$ cat src/rtl/logic_accum.sv
// logic_accum: selectable bitwise operation unit with valid/ready handshakes.
// Pairwise mode computes In1 op In2 once per beat; reduce mode folds a
// multi-beat In1 stream into one result, force-closing at MAX_BEATS beats.
// Optional build macro LOGIC_ACCUM_PARITY_EN adds OutParity (XOR of OutData).
module logic_accum #(
    parameter int unsigned WIDTH     = 8,
    parameter int unsigned MAX_BEATS = 16,
    parameter int unsigned CNT_W     = $clog2(MAX_BEATS + 1)
) (
    input  logic             Clk,
    input  logic             Rst,
    input  logic             InValid,
    output logic             InReady,
    input  logic [WIDTH-1:0] In1,
    input  logic [WIDTH-1:0] In2,
    input  logic             InLast,
    input  logic [2:0]       Op,
    input  logic             Mode,
    output logic             OutValid,
    input  logic             OutReady,
    output logic [WIDTH-1:0] OutData,
    output logic [CNT_W-1:0] OutBeats,
    output logic             OutOvf
`ifdef LOGIC_ACCUM_PARITY_EN
    ,
    output logic             OutParity
`endif
);

    typedef enum logic [1:0] {StIdle, StAcc, StHold} state_e;

    state_e             state_q, state_d;
    logic [WIDTH-1:0]   acc_q, acc_d;
    logic [CNT_W-1:0]   cnt_q, cnt_d;
    logic [2:0]         op_q, op_d;
    logic [WIDTH-1:0]   data_q, data_d;
    logic [CNT_W-1:0]   beats_q, beats_d;
    logic               ovf_q, ovf_d;
    logic               beat;
    logic [WIDTH-1:0]   fold;
    logic [CNT_W-1:0]   cnt_inc;

    // Non-inverting core of each op; pass (6-7) keeps the first operand.
    function automatic logic [WIDTH-1:0] base_op(input logic [2:0] op,
                                                 input logic [WIDTH-1:0] a,
                                                 input logic [WIDTH-1:0] b);
        case (op)
            3'd0, 3'd3: base_op = a & b;
            3'd1, 3'd4: base_op = a | b;
            3'd2, 3'd5: base_op = a ^ b;
            default:    base_op = a;
        endcase
    endfunction

    // NAND/NOR/XNOR are the base result inverted once at the end.
    function automatic logic [WIDTH-1:0] finish_op(input logic [2:0] op,
                                                   input logic [WIDTH-1:0] v);
        finish_op = (op == 3'd3 || op == 3'd4 || op == 3'd5) ? ~v : v;
    endfunction

    // Ready whenever no result is stuck waiting; held low through reset.
    always_comb begin
        InReady = ~Rst & ((state_q != StHold) | OutReady);
        beat    = InValid & InReady;
        fold    = base_op(op_q, acc_q, In1);
        cnt_inc = cnt_q + CNT_W'(1);
    end

    // Next-state logic: HOLD with retire behaves exactly like IDLE.
    always_comb begin
        state_d = state_q;
        acc_d   = acc_q;
        cnt_d   = cnt_q;
        op_d    = op_q;
        data_d  = data_q;
        beats_d = beats_q;
        ovf_d   = ovf_q;
        unique case (state_q)
            StIdle, StHold: begin
                if (state_q == StHold && OutReady && !beat) begin
                    state_d = StIdle;
                end
                if (beat) begin
                    op_d = Op;
                    if (!Mode) begin
                        data_d  = finish_op(Op, base_op(Op, In1, In2));
                        beats_d = CNT_W'(1);
                        ovf_d   = 1'b0;
                        state_d = StHold;
                    end else begin
                        acc_d = In1;
                        cnt_d = CNT_W'(1);
                        if (InLast) begin
                            data_d  = finish_op(Op, In1);
                            beats_d = CNT_W'(1);
                            ovf_d   = 1'b0;
                            state_d = StHold;
                        end else begin
                            state_d = StAcc;
                        end
                    end
                end
            end
            StAcc: begin
                if (beat) begin
                    acc_d = fold;
                    cnt_d = cnt_inc;
                    if (InLast || cnt_inc == CNT_W'(MAX_BEATS)) begin
                        data_d  = finish_op(op_q, fold);
                        beats_d = cnt_inc;
                        ovf_d   = ~InLast;
                        state_d = StHold;
                    end
                end
            end
            default: state_d = StIdle;
        endcase
    end

    // State and result registers, cleared asynchronously.
    always_ff @(posedge Clk or posedge Rst) begin
        if (Rst) begin
            state_q <= StIdle;
            acc_q   <= '0;
            cnt_q   <= '0;
            op_q    <= '0;
            data_q  <= '0;
            beats_q <= '0;
            ovf_q   <= 1'b0;
        end else begin
            state_q <= state_d;
            acc_q   <= acc_d;
            cnt_q   <= cnt_d;
            op_q    <= op_d;
            data_q  <= data_d;
            beats_q <= beats_d;
            ovf_q   <= ovf_d;
        end
    end

    assign OutValid = (state_q == StHold);
    assign OutData  = data_q;
    assign OutBeats = beats_q;
    assign OutOvf   = ovf_q;

`ifdef LOGIC_ACCUM_PARITY_EN
    logic parity_q;

    // Parity tracks the result register so it is stable alongside it.
    always_ff @(posedge Clk or posedge Rst) begin
        if (Rst) begin
            parity_q <= 1'b0;
        end else begin
            parity_q <= ^data_d;
        end
    end

    assign OutParity = parity_q;
`endif

endmodule

$ cat config.mk
export PLATFORM = sky130hd
export DESIGN_NAME = logic_accum
export DESIGN_NICKNAME = d
export VERILOG_FILES = /design/src/rtl/logic_accum.sv
export SDC_FILE = /design/constraint.sdc
export NUM_CORES = 1
export LEC_CHECK = 0
export ABC_CLOCK_PERIOD_IN_PS = 1600
export BUFFER_PORTS_ARGS = -buffer_cell sky130_fd_sc_hd__buf_2
export CAP_MARGIN = 10
export CORE_AREA = 2 2 98 100
export CTS_CLUSTER_SIZE = 10
export DETAILED_ROUTE_END_ITERATION = 10
export DIE_AREA = 0 0 100 102
export GPL_TIMING_DRIVEN = 0
export PLACE_DENSITY = 0.71
export SLEW_MARGIN = 20
export SYNTH_ARGS = -nofsm -noshare
export SYNTH_HDL_FRONTEND = slang
export SYNTH_SLANG_ARGS = --single-unit
$ cat constraint.sdc
create_clock -name Clk -period 1.6 [get_ports Clk]
set_input_delay 0 -clock Clk [delete_from_list [all_inputs] [get_ports Clk]]
set_output_delay 0 -clock Clk [all_outputs]
set_load 0.005 [all_outputs]
### Word-level counts from Yosys, hierarchy flattened

Index checks and enable logic that the tools add are counted.

* bits in registers: 32
* output and inout port bits: 16
* logic and storage cells: 106
* input bits: 25

* add/subtract/negate cells: 1
* reduce and logical (&&, ||, !) cells: 23
* multiplexer cells: 41
* bitwise operators: 14
* eq/ne operators: 20

Operators with widths (count)
* 8-bit 2-to-1 mux: 14
* 8-bit case mux with 3 select lines: 2
* 5-bit 2-to-1 mux: 8
* 8-bit case mux with 2 select lines: 2
* 8-bit inverter: 3
* 5-bit case mux with 2 select lines: 2
* 8-bit bitwise AND: 2
* 8-bit bitwise OR: 2
* 8-bit bitwise XOR: 2
* 2-bit OR reduction: 7
* 3-bit by 2-bit equality test with 1-bit output, second input constant: 4
* 3-bit equality test, second input constant: 4
* 2-bit 2-to-1 mux: 6
* 2-bit != test, second input constant: 5
* 3-bit by 1-bit equality test with 1-bit output, second input constant: 2
* 3-bit zero test: 2
* 3-bit != test, second input constant: 2
* 5-bit by 1-bit adder with 5-bit output, second input constant: 1
* 5-bit equality test, second input constant: 1
* 1-bit logical OR: 5
* 1-bit 2-to-1 mux: 5
* 5-bit AND reduction: 1
* 2-bit case mux with 2 select lines: 1
* 4-bit AND reduction: 1
* 12 further kinds: 15

### Logic depth before layout (Yosys ltp)

* word-level depth: 11
* gate-level depth with buffers: 8
* mapped depth without buffers: 7

### Least setup slack after synthesis

Ideal clock, no wire load.

* kind: reg2reg
* start: register cnt_q[0]
* end: register beats_q[2] (netlist: OutBeats[2])
* setup slack: -0.137 ns
* period minus slack after synthesis: 1.737 ns
* path buffers: 1
* data arrival time: 1.609 ns
* required time: 1.473 ns
* stages on the path, launching flop included: 7
* library setup time: 0.127 ns
* cell sequence: dfrtp_1 -> ha_1 -> nand2_1 -> o21ai_4 -> and3_1 -> buf_6 -> mux2_1

* longest elaborated chain between the ends: 5
* elaborated cells on any way between the ends: 8
* those cells by class: add/sub (1); eq/ne (2); mux (3); reduce/logical (2)

RTL lines
* from (decl): line 34 `logic [CNT_W-1:0] cnt_q, cnt_d;`
* from (signal assigned): line 133 `cnt_q <= cnt_d;`
* 5-bit by 1-bit adder with 5-bit output *: line 66 `cnt_inc = cnt_q + CNT_W'(1);`
* 5-bit equality test: line 108 `if (InLast || cnt_inc == CNT_W'(MAX_BEATS)) begin`
* 1-bit logical OR: line 108
* 2-bit != test (no line)
* 5-bit AND reduction (no line)
* to (signal assigned): line 136 `beats_q <= beats_d;`
* to (decl): line 37 `logic [CNT_W-1:0] beats_q, beats_d;`

Every way passes the cells marked *; elsewhere a longest branch is shown, timed or not. The select of a mux whose other input is x is not followed.
A chain may end at the register's enable or synchronous reset.

### Worst setup path after layout

* start: register cnt_q[0]
* end: register beats_q[0] (netlist: OutBeats[0])

The elaborated chain is that of the path after synthesis.

==> out/metrics.csv <==
metric;value;unit
TNS Setup;-301.0;ps
largest cells by area after synthesis;dfrtp_1 23%, ha_1 12%, mux2i_1 12%;
worst reg2reg setup slack;-50;ps
Net Count, Synth;471;
Final Max Slew Viols;0;
GRT Overall Usage;21.55;%
period utilization;103.0;%
CP bufs+invs;1;
PD cells;1820;nW/um^2
vias in the first global route;3278;
Pleak;0.002163;uW
CORE AREA;9109;um^2
most frequent cell after synthesis;mux2i_1;
Final Critical Period;1647;ps
global route overflow;0;
DP HPWL;7623;um
share of layout cells above drive strength 1;36.91;%
clock sink total;32;
Iteration-0 DRC Markers;387;
drt pass-1 iters;5;
actual slew at the worst max-slew pin;726.4;ps
Clock power frac;8.2;%
fmax;0.6070;GHz
CP startpoint kind;register;
H-Tree Depth;2;
Int Pwr;4421;uW
VDD IR max;0.7046;mV
Fin. Hold Viols;0;
Reg-to-Reg End;OutBeats[0]$_DFFE_PP0P_;
hold depth;4;
Die ar.;10200;um^2
Clock Pin Slew Worst Setup and Hold Paths;70;ps
crit end category;register;
nets;542;
CP max FO;10;
post-synth cell types;47;
IO buf count;40;
Die H;102;um
post-synthesis sequential area ratio;22.52;%
remaining antenna violation count after routing;0;
DR vias;3631;
initial antenna violation count;0;
Synth top cells by count;41 x mux2i_1, 40 x a21oi_1, 33 x ha_1, 33 x nor2_1, 32 x dfrtp_1;
Post-synth ARST share;100.0;%
RSZ-0062 raised after global routing;true;
DR DRC count;0;
R2R cell count;6;
first-pass GRT wire length;17150;um
Worst Path Arrival;1830;ps
area of the multi-input gates;2739;um^2
Final Skew;3.912;ps
Syn Area/Cell;8.610;um^2
Final setup viols;11;
slowest stage delay, CP;450;ps
sw frac;46.93;%
hold path start;Rst;
critical path type;reg2reg;
dpl cell area;3908;um^2
Top delay family on crit path;compound AO/OA/AOI/OAI gates;
post-synthesis cell area;3556;um^2
largest net degree at the start of global routing;33;
TritonCTS clock tree;yes;
final instance area;4578;um^2
Hold Worst Slack;81.37;ps
r2r startpoint;cnt_q[0]$_DFFE_PP0P_;
predominant post-synthesis flop cell;dfrtp_1;
worst setup margin;-47.44;ps
Post-synth EDFFs;0;
CP Data Required Time;1780;ps
Initial Util;39.04;%
outcome;finished, violations left;
CTS Buf Count;5;
Seq pwr share;17.6;%
row count;35;
Area growth, synth to finish;28.75;%
failing checks;negative setup slack;
Seq. cell area;803.3;um^2
CP max stage cell;dfrtp_2;
YS warnings;0;
cell count after synthesis;413;
pre-CTS setup slack;-392.9;ps
gpl congestion;0.8928;
sw power;3910;uW
Skew-Pair Late Insertion Delay;290;ps
top cell type's share of synthesized area;22.52;%
wire length per cell;19.62;um
crit-path cells;and4b_1 -> a21oi_2 -> o21ai_4 -> and3_4 -> buf_12 -> o21a_1;
Synth Register Bits;32;
total routed wirelength;11690;um
utilization after layout;50.26;%
fillers;823;
die extent in x;100;um
Max-slew headroom;51.50;%
ANT cells;0;
Comb power frac;74.2;%
number of max-cap violations;0;
clock tree buffer depth;2;
vias per cell;6.092;
CTS root buffer;clkbuf_8;
area leader, netlist;dfrtp_1;
Hold Path End;cnt_q[2]$_DFFE_PP0P_;
Hold Crit Class;in2reg;
boundary pin count;41;
## layout by cell type (no fill, tap or decap), types with 9 or more instances in the layout
cell type	count
buf_2	44
inv_1	22
nand2_1	29
nor2b_1	9
mux2i_1	36
a21oi_1	39
mux2_2	14
ha_4	9
buf_4	29
dfrtp_1	30
o21ai_1	10
buf_6	11
a31oi_1	18
ha_1	23
nor2_1	31
## worst min-delay path: stages
cell	delay [ps]
buf_2	120
nor2b_4	70
nand3_1	80
o21ai_1	60
## per-stage QoR
stage,cells,power (uW)
2_1_floorplan,413,4683
3_3_place_gp,564,5775
3_5_place_dp,564,5898
4_1_cts,579,6996
5_1_grt,596,8759
6_report,596,8330
## power groups by stage
stage                     Clock (uW)  Sequential, uW  Combinational [uW]
after floorplan                    0            1390                3290
after global placement             0            1420                4350
after detailed placement           0            1440                4460
after global routing             718            1500                6540
after CTS                        689            1420                4880
final                            686            1460                6180
## repair_timing
action	in CTS	in global routing
resized for setup	37	59
hold buffers	2	0
setup buffers	6	19
endpoints found under the hold margin	33	0
endpoints found under the setup margin	27	23
pin swaps	5	26
gates cloned	0	1
## cells by family (layout without fill, tap and decap cells)
family	after synthesis	in the layout	share of synthesized area, %
and+or+nand+nor	105	105	14.60
AOI/OAI and AO/OA	119	119	24.63
muxes	59	59	17.24
buffers and inverters	61	133	8.198
xor gates and xnor gates	4	4	1.197
adders and majority gates	33	33	11.61
DFF	32	32	22.52
## area by class of cell
| type | count | area share [%] |
|---|---|---|
| Clock buffer | 7 | 1.886 |
| Sequential cell | 32 | 17.55 |
| Buffer | 28 | 5.712 |
| Timing Repair Buffer | 68 | 9.456 |
| Multi-Input combinational cell | 320 | 59.83 |
| Clock inverter | 1 | 0.1640 |
| Tap cell | 111 | 3.034 |
| Inverter | 29 | 2.378 |
## worst max path at each step
stage,start,end,slack [ps],cells after the start
5_1_grt,acc_q[1]$_DFFE_PP0P_,acc_q[1]$_DFFE_PP0P_,-90,7
4_1_cts,acc_q[7]$_DFFE_PP0P_,OutData[7]$_DFFE_PP0P_,1,7
3_5_place_dp,op_q[2]$_DFFE_PP0P_,OutData[4]$_DFFE_PP0P_,-390,7
2_1_floorplan,cnt_q[0]$_DFFE_PP0P_,OutBeats[2]$_DFFE_PP0P_,-70,6
6_report,cnt_q[0]$_DFFE_PP0P_,OutBeats[0]$_DFFE_PP0P_,-50,6
3_3_place_gp,op_q[2]$_DFFE_PP0P_,OutData[3]$_DFFE_PP0P_,-400,6
## per-layer routing
metal | wire, um | track usage [%]
met5 | 0 | 0
met4 | 435 | 10.22
met3 | 932 | 3.215
met2 | 5466 | 34.62
met1 | 4857 | 28.66
## registers in the layout, indices dropped and copies added, names as in the netlist
| signal | flops |
|---|---|
| OutBeats | 5 |
| OutOvf | 1 |
| OutData | 8 |
| cnt_q | 5 |
| state_q | 2 |
| acc_q | 8 |
| op_q | 3 |
Note: power is estimated with default switching activity, not from simulation.
